File: config.mk
export PLATFORM = sky130hd
export DESIGN_NAME = miriscv_irq_controller
export DESIGN_NICKNAME = d
export VERILOG_FILES = /design/src/rtl/miriscv_pkg.sv /design/src/rtl/miriscv_irq_prio_enc.sv /design/src/rtl/miriscv_irq_controller.sv
export SDC_FILE = /design/constraint.sdc
export NUM_CORES = 1
export LEC_CHECK = 0
export ABC_AREA = 1
export CORE_MARGIN = 1.5
export CORE_UTILIZATION = 30
export CTS_CLUSTER_DIAMETER = 80
export CTS_CLUSTER_SIZE = 10
export DETAILED_ROUTE_END_ITERATION = 7
export PLACE_DENSITY = 0.72
export RECOVER_POWER = 100
export SETUP_SLACK_MARGIN = 0.02
export SYNTH_ARGS = -nofsm -noshare
export SYNTH_HDL_FRONTEND = slang
export SYNTH_SLANG_ARGS = --single-unit
File: constraint.sdc
create_clock -name clk -period 1.57 [get_ports clk]
set_input_delay 0.471 -clock clk [delete_from_list [all_inputs] [get_ports clk]]
set_output_delay 0.471 -clock clk [all_outputs]
set_load 0.02 [all_outputs]
File: src/rtl/miriscv_pkg.sv
// rtl/miriscv_pkg.sv - shared types and constants for the interrupt controller
package miriscv_pkg;

    typedef enum logic [1:0] {
        IRQ_IDLE    = 2'd0,
        IRQ_REQ     = 2'd1,
        IRQ_SERVICE = 2'd2
    } irq_state_e;

    localparam logic [31:0] MCAUSE_IRQ_BIT = 32'h8000_0000;

    function automatic logic [31:0] irq_mcause(input logic [4:0] id);
        return MCAUSE_IRQ_BIT | {27'd0, id};
    endfunction

endpackage

File: src/rtl/miriscv_irq_prio_enc.sv
// rtl/miriscv_irq_prio_enc.sv - lowest-index-wins priority encoder
module miriscv_irq_prio_enc
    import miriscv_pkg::*;
#(
    parameter int N_IRQ = 32
) (
    input  logic [N_IRQ-1:0] req_i,
    output logic [4:0]       id_o,
    output logic             valid_o
);

    // Scan from the top down so the lowest set index is written last and wins.
    always_comb begin
        id_o    = 5'd0;
        valid_o = 1'b0;
        for (int i = N_IRQ - 1; i >= 0; i--) begin
            if (req_i[i]) begin
                id_o    = i[4:0];
                valid_o = 1'b1;
            end
        end
    end

endmodule

File: src/rtl/miriscv_irq_controller.sv
// rtl/miriscv_irq_controller.sv - arbitrates masked level interrupts into one core request
module miriscv_irq_controller
    import miriscv_pkg::*;
#(
    parameter int N_IRQ = 32
) (
    input  logic             clk,
    input  logic             reset,
    input  logic [N_IRQ-1:0] int_req_i,
    input  logic [31:0]      mie_i,
    input  logic             irq_ack_i,
    input  logic             mret_i,
    output logic             irq_o,
    output logic [31:0]      mcause_o,
    output logic [N_IRQ-1:0] int_fin_o
);

    irq_state_e       state_q;
    logic [4:0]       id_q;
    logic             irq_q;
    logic [31:0]      mcause_q;
    logic [N_IRQ-1:0] fin_q;

    logic [N_IRQ-1:0] eligible;
    logic [4:0]       enc_id;
    logic             enc_valid;
    logic             unused_mie;

    assign eligible   = int_req_i & mie_i[N_IRQ-1:0];
    assign unused_mie = ^mie_i;

    miriscv_irq_prio_enc #(
        .N_IRQ (N_IRQ)
    ) u_prio_enc (
        .req_i   (eligible),
        .id_o    (enc_id),
        .valid_o (enc_valid)
    );

    always_ff @(posedge clk or posedge reset) begin
        if (reset) begin
            state_q  <= IRQ_IDLE;
            id_q     <= 5'd0;
            irq_q    <= 1'b0;
            mcause_q <= 32'h0;
            fin_q    <= '0;
        end else begin
            fin_q <= '0;
            case (state_q)
                IRQ_IDLE: begin
                    // Hold off while the completion pulse is out so the peripheral
                    // gets one cycle to drop its line before re-arbitration.
                    if (enc_valid && (fin_q == '0)) begin
                        id_q     <= enc_id;
                        mcause_q <= irq_mcause(enc_id);
                        irq_q    <= 1'b1;
                        state_q  <= IRQ_REQ;
                    end
                end
                IRQ_REQ: begin
                    if (irq_ack_i) begin
                        irq_q   <= 1'b0;
                        state_q <= IRQ_SERVICE;
                    end
                end
                IRQ_SERVICE: begin
                    if (mret_i) begin
                        fin_q   <= {{(N_IRQ-1){1'b0}}, 1'b1} << id_q;
                        state_q <= IRQ_IDLE;
                    end
                end
                default: begin
                    irq_q   <= 1'b0;
                    state_q <= IRQ_IDLE;
                end
            endcase
        end
    end

    assign irq_o     = irq_q;
    assign mcause_o  = mcause_q;
    assign int_fin_o = fin_q;

endmodule

Word level (Yosys, flattened, before mapping):

Cells that the tools add are included.
W data, S select, Z words.

* equal/unequal tests: 5
* shift operators: 1
* multiplexer cells: 73
* bitwise logic cells: 2
* reduce and logical (&&, ||, !) cells: 6

Operator list (count)
* $mux W5: 32
* $mux W32: 2
* $mux W1: 34
* $and A32 B32 Y32: 1
* $logic_not A32 Y1: 1
* $shl A1 B5 Y32 const A: 1
* $mux W2: 3
* $ne A2 B2 Y1 const B: 3
* $pmux W2 S3: 1
* $reduce_and A3 Y1: 2
* $pmux W1 S3: 1
* $eq A2 B1 Y1 const B: 1
* $eq A2 B2 Y1 const B: 1
* $logic_not A2 Y1: 1
* $reduce_and A2 Y1: 1
* $logic_and A1 B1 Y1: 1
* $not A1 Y1: 1

* flip-flop bits (word level): 46
* bits of input ports: 68
* output and inout bits: 65

Longest topological paths before layout:

* depth in word-level cells: 36
* gate-level depth with buffers: 34

By module:

A second synthesis with hierarchy kept.

* cell total of the unflattened synthesis: 364
* area total of the unflattened synthesis: 2543.7 µm²

By module, submodules not included
* miriscv_irq_controller: times used 1, cells an instance 257, area each 2100.8 µm², sequential area each 1026.0 µm²
* miriscv_irq_prio_enc: times used 1, cells an instance 107, area each 442.9 µm², sequential area each 0.0 µm²

Worst setup path after synthesis:

Ideal clock, no wire load.

* kind: input -> register
* start point: in int_req_i[31]
* end point: reg id_q[0]
* setup time: 0.116 ns
* data arrival time: 1.897 ns
* path slack: -0.443 ns
* stages on the path: 34
* path buffers: 0
* path through: nand2_1 -> inv_1 -> nand2_1 -> nand2_1 -> nand2_1 -> nand2_1 -> nand2_1 -> nand2_1 -> nand2_1 -> nand2_1 -> nand2_1 -> nand2_1 -> nand2_1 -> nand2_1 -> nand2_1 -> nand2_1 -> nand2_1 -> nand2_1 -> nand2_1 -> nand2_1 -> nand2_1 -> nand2_1 -> nand2_1 -> nand2_1 -> nand2_1 -> nand2_1 -> nand2_1 -> nand2_1 -> nand2_1 -> nand2_1 -> nand2_1 -> nand2_1 -> nand2_1 -> nand2_1

* longest elaborated chain between the ends: 35
* elaborated cells between the ends (all ways): 67
* classes of those cells: mux (64); bitwise (1); reduce/logical (2)

Ends and longest elaborated chain
* from (decl): RTL line miriscv_irq_controller.sv:9 `input logic [N_IRQ-1:0] int_req_i,`
* $and A32 B32 Y32 (*): RTL line miriscv_irq_controller.sv:29 `assign eligible = int_req_i & mie_i[N_IRQ-1:0];`
* $mux W1 (32 in a row): RTL line miriscv_irq_prio_enc.sv:17 `if (req_i[i]) begin`
* $logic_and A1 B1 Y1: RTL line miriscv_irq_controller.sv:53 `if (enc_valid && (fin_q == '0)) begin`
* $reduce_and A2 Y1 (no line)
* to (signal assigned): RTL line miriscv_irq_controller.sv:54 `id_q <= enc_id;`
* to (decl): RTL line miriscv_irq_controller.sv:19 `logic [4:0] id_q;`

Mark *: on every way between the ends. The rest lies on a longest branch, timed or not.
A chain may end at the register's enable or synchronous reset.

Worst setup path after layout:

* start point: reg fin_q[14] (netlist: int_fin_o[14])
* end point: reg mcause_q[4] (netlist: mcause_o[4])

* longest elaborated chain between the ends: 3

Ends and longest elaborated chain
* from (decl): RTL line miriscv_irq_controller.sv:22 `logic [N_IRQ-1:0] fin_q;`
* from (signal assigned): RTL line miriscv_irq_controller.sv:68 `fin_q <= {{(N_IRQ-1){1'b0}}, 1'b1} << id_q;`
* $logic_not A32 Y1: RTL line miriscv_irq_controller.sv:53
* $logic_and A1 B1 Y1: RTL line miriscv_irq_controller.sv:53
* $reduce_and A2 Y1 (no line)
* to (signal assigned): RTL line miriscv_irq_controller.sv:55 `mcause_q <= irq_mcause(enc_id);`
* to (decl): RTL line miriscv_irq_controller.sv:21 `logic [31:0] mcause_q;`

No other way between the ends.

==> results by group <==
Die
  • Die span in x: 88.09 um
  • Initial Util: 31.45%
  • Core outline area: roughly 6900 um2
  • Die area: 7760 um2
  • Die height: around 88 um
  • # IOs: 133
  • FP Rows: 30

Clocking
  • Clk root buf: clkbuf_8
  • Worst-case clock buffer depth: 2
  • CTS tree: done
  • CTS Sinks: 41
  • Htree depth: 2
  • Num CTS Buffers: 5
  • Clock Latency Late Sink: roughly 290 ps
  • Reg clk slew, reported paths: ~70 ps

GRT
  • Largest net degree at the start of global routing: 42
  • Total track usage: 16.40%
  • Antenna violations before repair: 0
  • GRT overflow: 0
  • First-pass GRT wire length: 10,080 um
  • Vias in the first global route: roughly 2,400

Power and ir drop
  • Peak supply drop: 0.4110 mV
  • Power Density: 920.6 nW/um2
  • Leak pwr: roughly 2.1 nW

Status
  • Failing checks: negative setup slack
  • Status: complete, but fails checks

Logic synthesis
  • Register bit count reported by yosys: 41
  • Share of flip-flops with an asynchronous set or reset: 100.0%
  • Post-synthesis cell area: 2172 um2
  • Syn avg cell area: between 7 and 8 um2
  • Register area share after synthesis: 47.24%
  • Synth warn: 0
  • Synth cell types: 23
  • Synthesized instance count: 280
  • Post-synth EDFFs: 0
  • Ys flop type: dfrtp_1

Critical path
  • WS Path Type: register to register
  • CP Capture Type: register
  • Worst Path Required: 1770 ps
  • CP Launch Point: int_fin_o[14]
  • Arrival time at the worst endpoint: 2200 ps
  • Critical Path Source Type: register
  • Critical Path Fanout Max: 6
  • RR Startpoint: int_fin_o[14]

Finish
  • Final Net Count: 527
  • Fillcell total: 628
  • Multi-input logic area: roughly 1300 um2
  • Antenna cells: 0
  • Area growth, synth to finish: 87.96%
  • Final Non-Filler Cells: 556
  • FF/Latch Area: between 1000 and 1500 um2
  • Finished Cell Area: 4083 um2
  • Share of cells above drive strength 1: between 40% and 50%

Routing
  • Vias: 2,424
  • DRT iter0 DRCs: a little under 90
  • Drt pass-1 iters: 6
  • Wire length per cell: 11.20 um
  • # DRC: 0
  • Vias/cell: 4.360
  • Routed Antenna Nets: 0
  • Final wirelength: 6227 um

Timing
  • Final period util: 127.9%
  • Slew Limit Headroom: 42.44%
  • Fin. Hold Viols: 0
  • Final WS setup: -437.7 ps
  • Fmax: between 400 and 500 MHz
  • Min cycle time layout: 2008 ps
  • Slew @ Worst Pin: around 860 ps
  • Final setup viols: 8
  • Clk_skew: 3.607 ps
  • Slew Limit Fails: 0
  • RSZ-0062 raised after global routing: true

Worst hold path
  • Hold WC Path Type: register to register
  • Worst hold path startpoint: mcause_o[31]

Place
  • IO Port Bufs: between 100 and 150
  • Detail Placement HPWL: 4870 um
  • Placed cell areas: 3822 um2
  • Placed cells: 535
  • GPL Wtd Cong: 0.8160

Flow run
  • Max-cap violations: 0
[cells in the final DEF, fill, tap and decap left out, types with 7 or more instances in the layout]
cell             synthesis  routed
nand2_2                 11      32
nor2_2                   0       7
buf_6                    0      14
buf_2                    0       7
nand4_1                 18      18
clkdlybuf4s50_1          0      35
nand2_4                  2       8
conb_1                   1      26
buf_4                   26      51
nor2_1                  56      45
dfrtp_2                  0      10
clkbuf_4                 0      10
nand2_1                 83      54
dlygate4sd2_1            0      23
clkbuf_2                 0      16
clkbuf_1                 6       9
dfrtp_1                 41      31
[state kept, by name, summed over array words and instances (netlist names)]
name	flops
int_fin_o	32
irq_o	1
mcause_o	2
state_q	2
id_q	4
[critical path, stage by stage, from the launching register on]
cell and delay [ps]:
dfrtp_1 410, nor4_4 290, buf_4 150, nand4_1 140, nor2_4 200, o41ai_4 110
nor2_2 190, inv_2 90, buf_12 140, o41ai_4 180
[power breakdown]
group | switching, mW | internal [mW] | total (mW) | leakage (nW)
Sequential | 0.0623 | 1.15 | 1.21 | 0.541
Combinational | 0.953 | 0.735 | 1.69 | 1.54
Clock | 0.341 | 0.518 | 0.858 | 0.0585
Total | 1.36 | 2.40 | 3.76 | 2.14
[cells in the mapped netlist, drive strengths merged, types with 2 or more instances]
cell     n  area share (%)
nand4   18             5.2
o21ai    4            0.92
nand3    3            0.69
buf     26             9.0
o41ai    2            0.81
nand2   96              19
nor4     8             2.3
clkbuf   6             1.0
a31oi    2            0.58
inv      8             1.4
dfrtp   41              47
clkinv   2            0.35
o31ai    3             1.0
nor2    56             9.7
[per-stage QoR]
stage	power [mW]	util [%]	setup TNS [ps]	setup WS (ps)	hold WS, ps
final	3.758	59.11	-2984	-437.7	493.4
after global routing	4.002	59.11	-4128	-748.4	517.7
after CTS	3.701	58.73	-2692	-400.0	485.1
after detailed placement	2.710	55.34	-7140	-1123	467.8
after global placement	2.681	55.34	-7008	-1094	469.5
after floorplan	2.032	-	-575.1	-412.9	475.4
[logic make-up after synthesis]
| group | synth area share [%] |
|---|---|
| and+or+nand+nor | 37.27 |
| DFF | 47.23 |
| buffers and inverters | 11.75 |
| other | 0.1726 |
| AOI/OAI and AO/OA | 3.571 |
[repair_timing]
action / CTS / global route
gates resized for setup: 185 / 70
hold buffers: 0 / 0
setup buffers: 9 / 10
endpoints found under the setup margin: 47 / 27
pin swaps: 24 / 27
gates cloned: 0 / 0
[layer usage]
layer	vias to the layer above	track usage (%)	wire length [um]
li1	1220	-	-
met1	1083	17.47	2323
met2	110	31.92	3328
met3	11	3.299	447
met4	0	5.398	128
met5	-	0	0
[path summary, 6_finish.rpt]
| kind | slack, ps | cells after the start | endpoint |
|---|---|---|---|
| max | -440 | 9 | mcause_o[4] |
| min | 490 | 1 | mcause_o[31] |
| max reg2reg | -440 | 9 | mcause_o[4] |
| min reg2reg | 490 | 1 | mcause_o[31] |
| max in group asynchronous | 220 | 3 | int_fin_o[13] |
| min in group asynchronous | 760 | 3 | state_q[0] |
[cell type report]
class,count,share of cell area [%]
Sequential cell,41,25.44
Timing Repair Buffer,179,36.68
Clock buffer,7,2.115
Tap cell,96,2.942
Clock inverter,1,0.7355
Multi-Input combinational cell,222,31.17
Inverter,10,0.9194
Power figures use the tool's default switching activity.
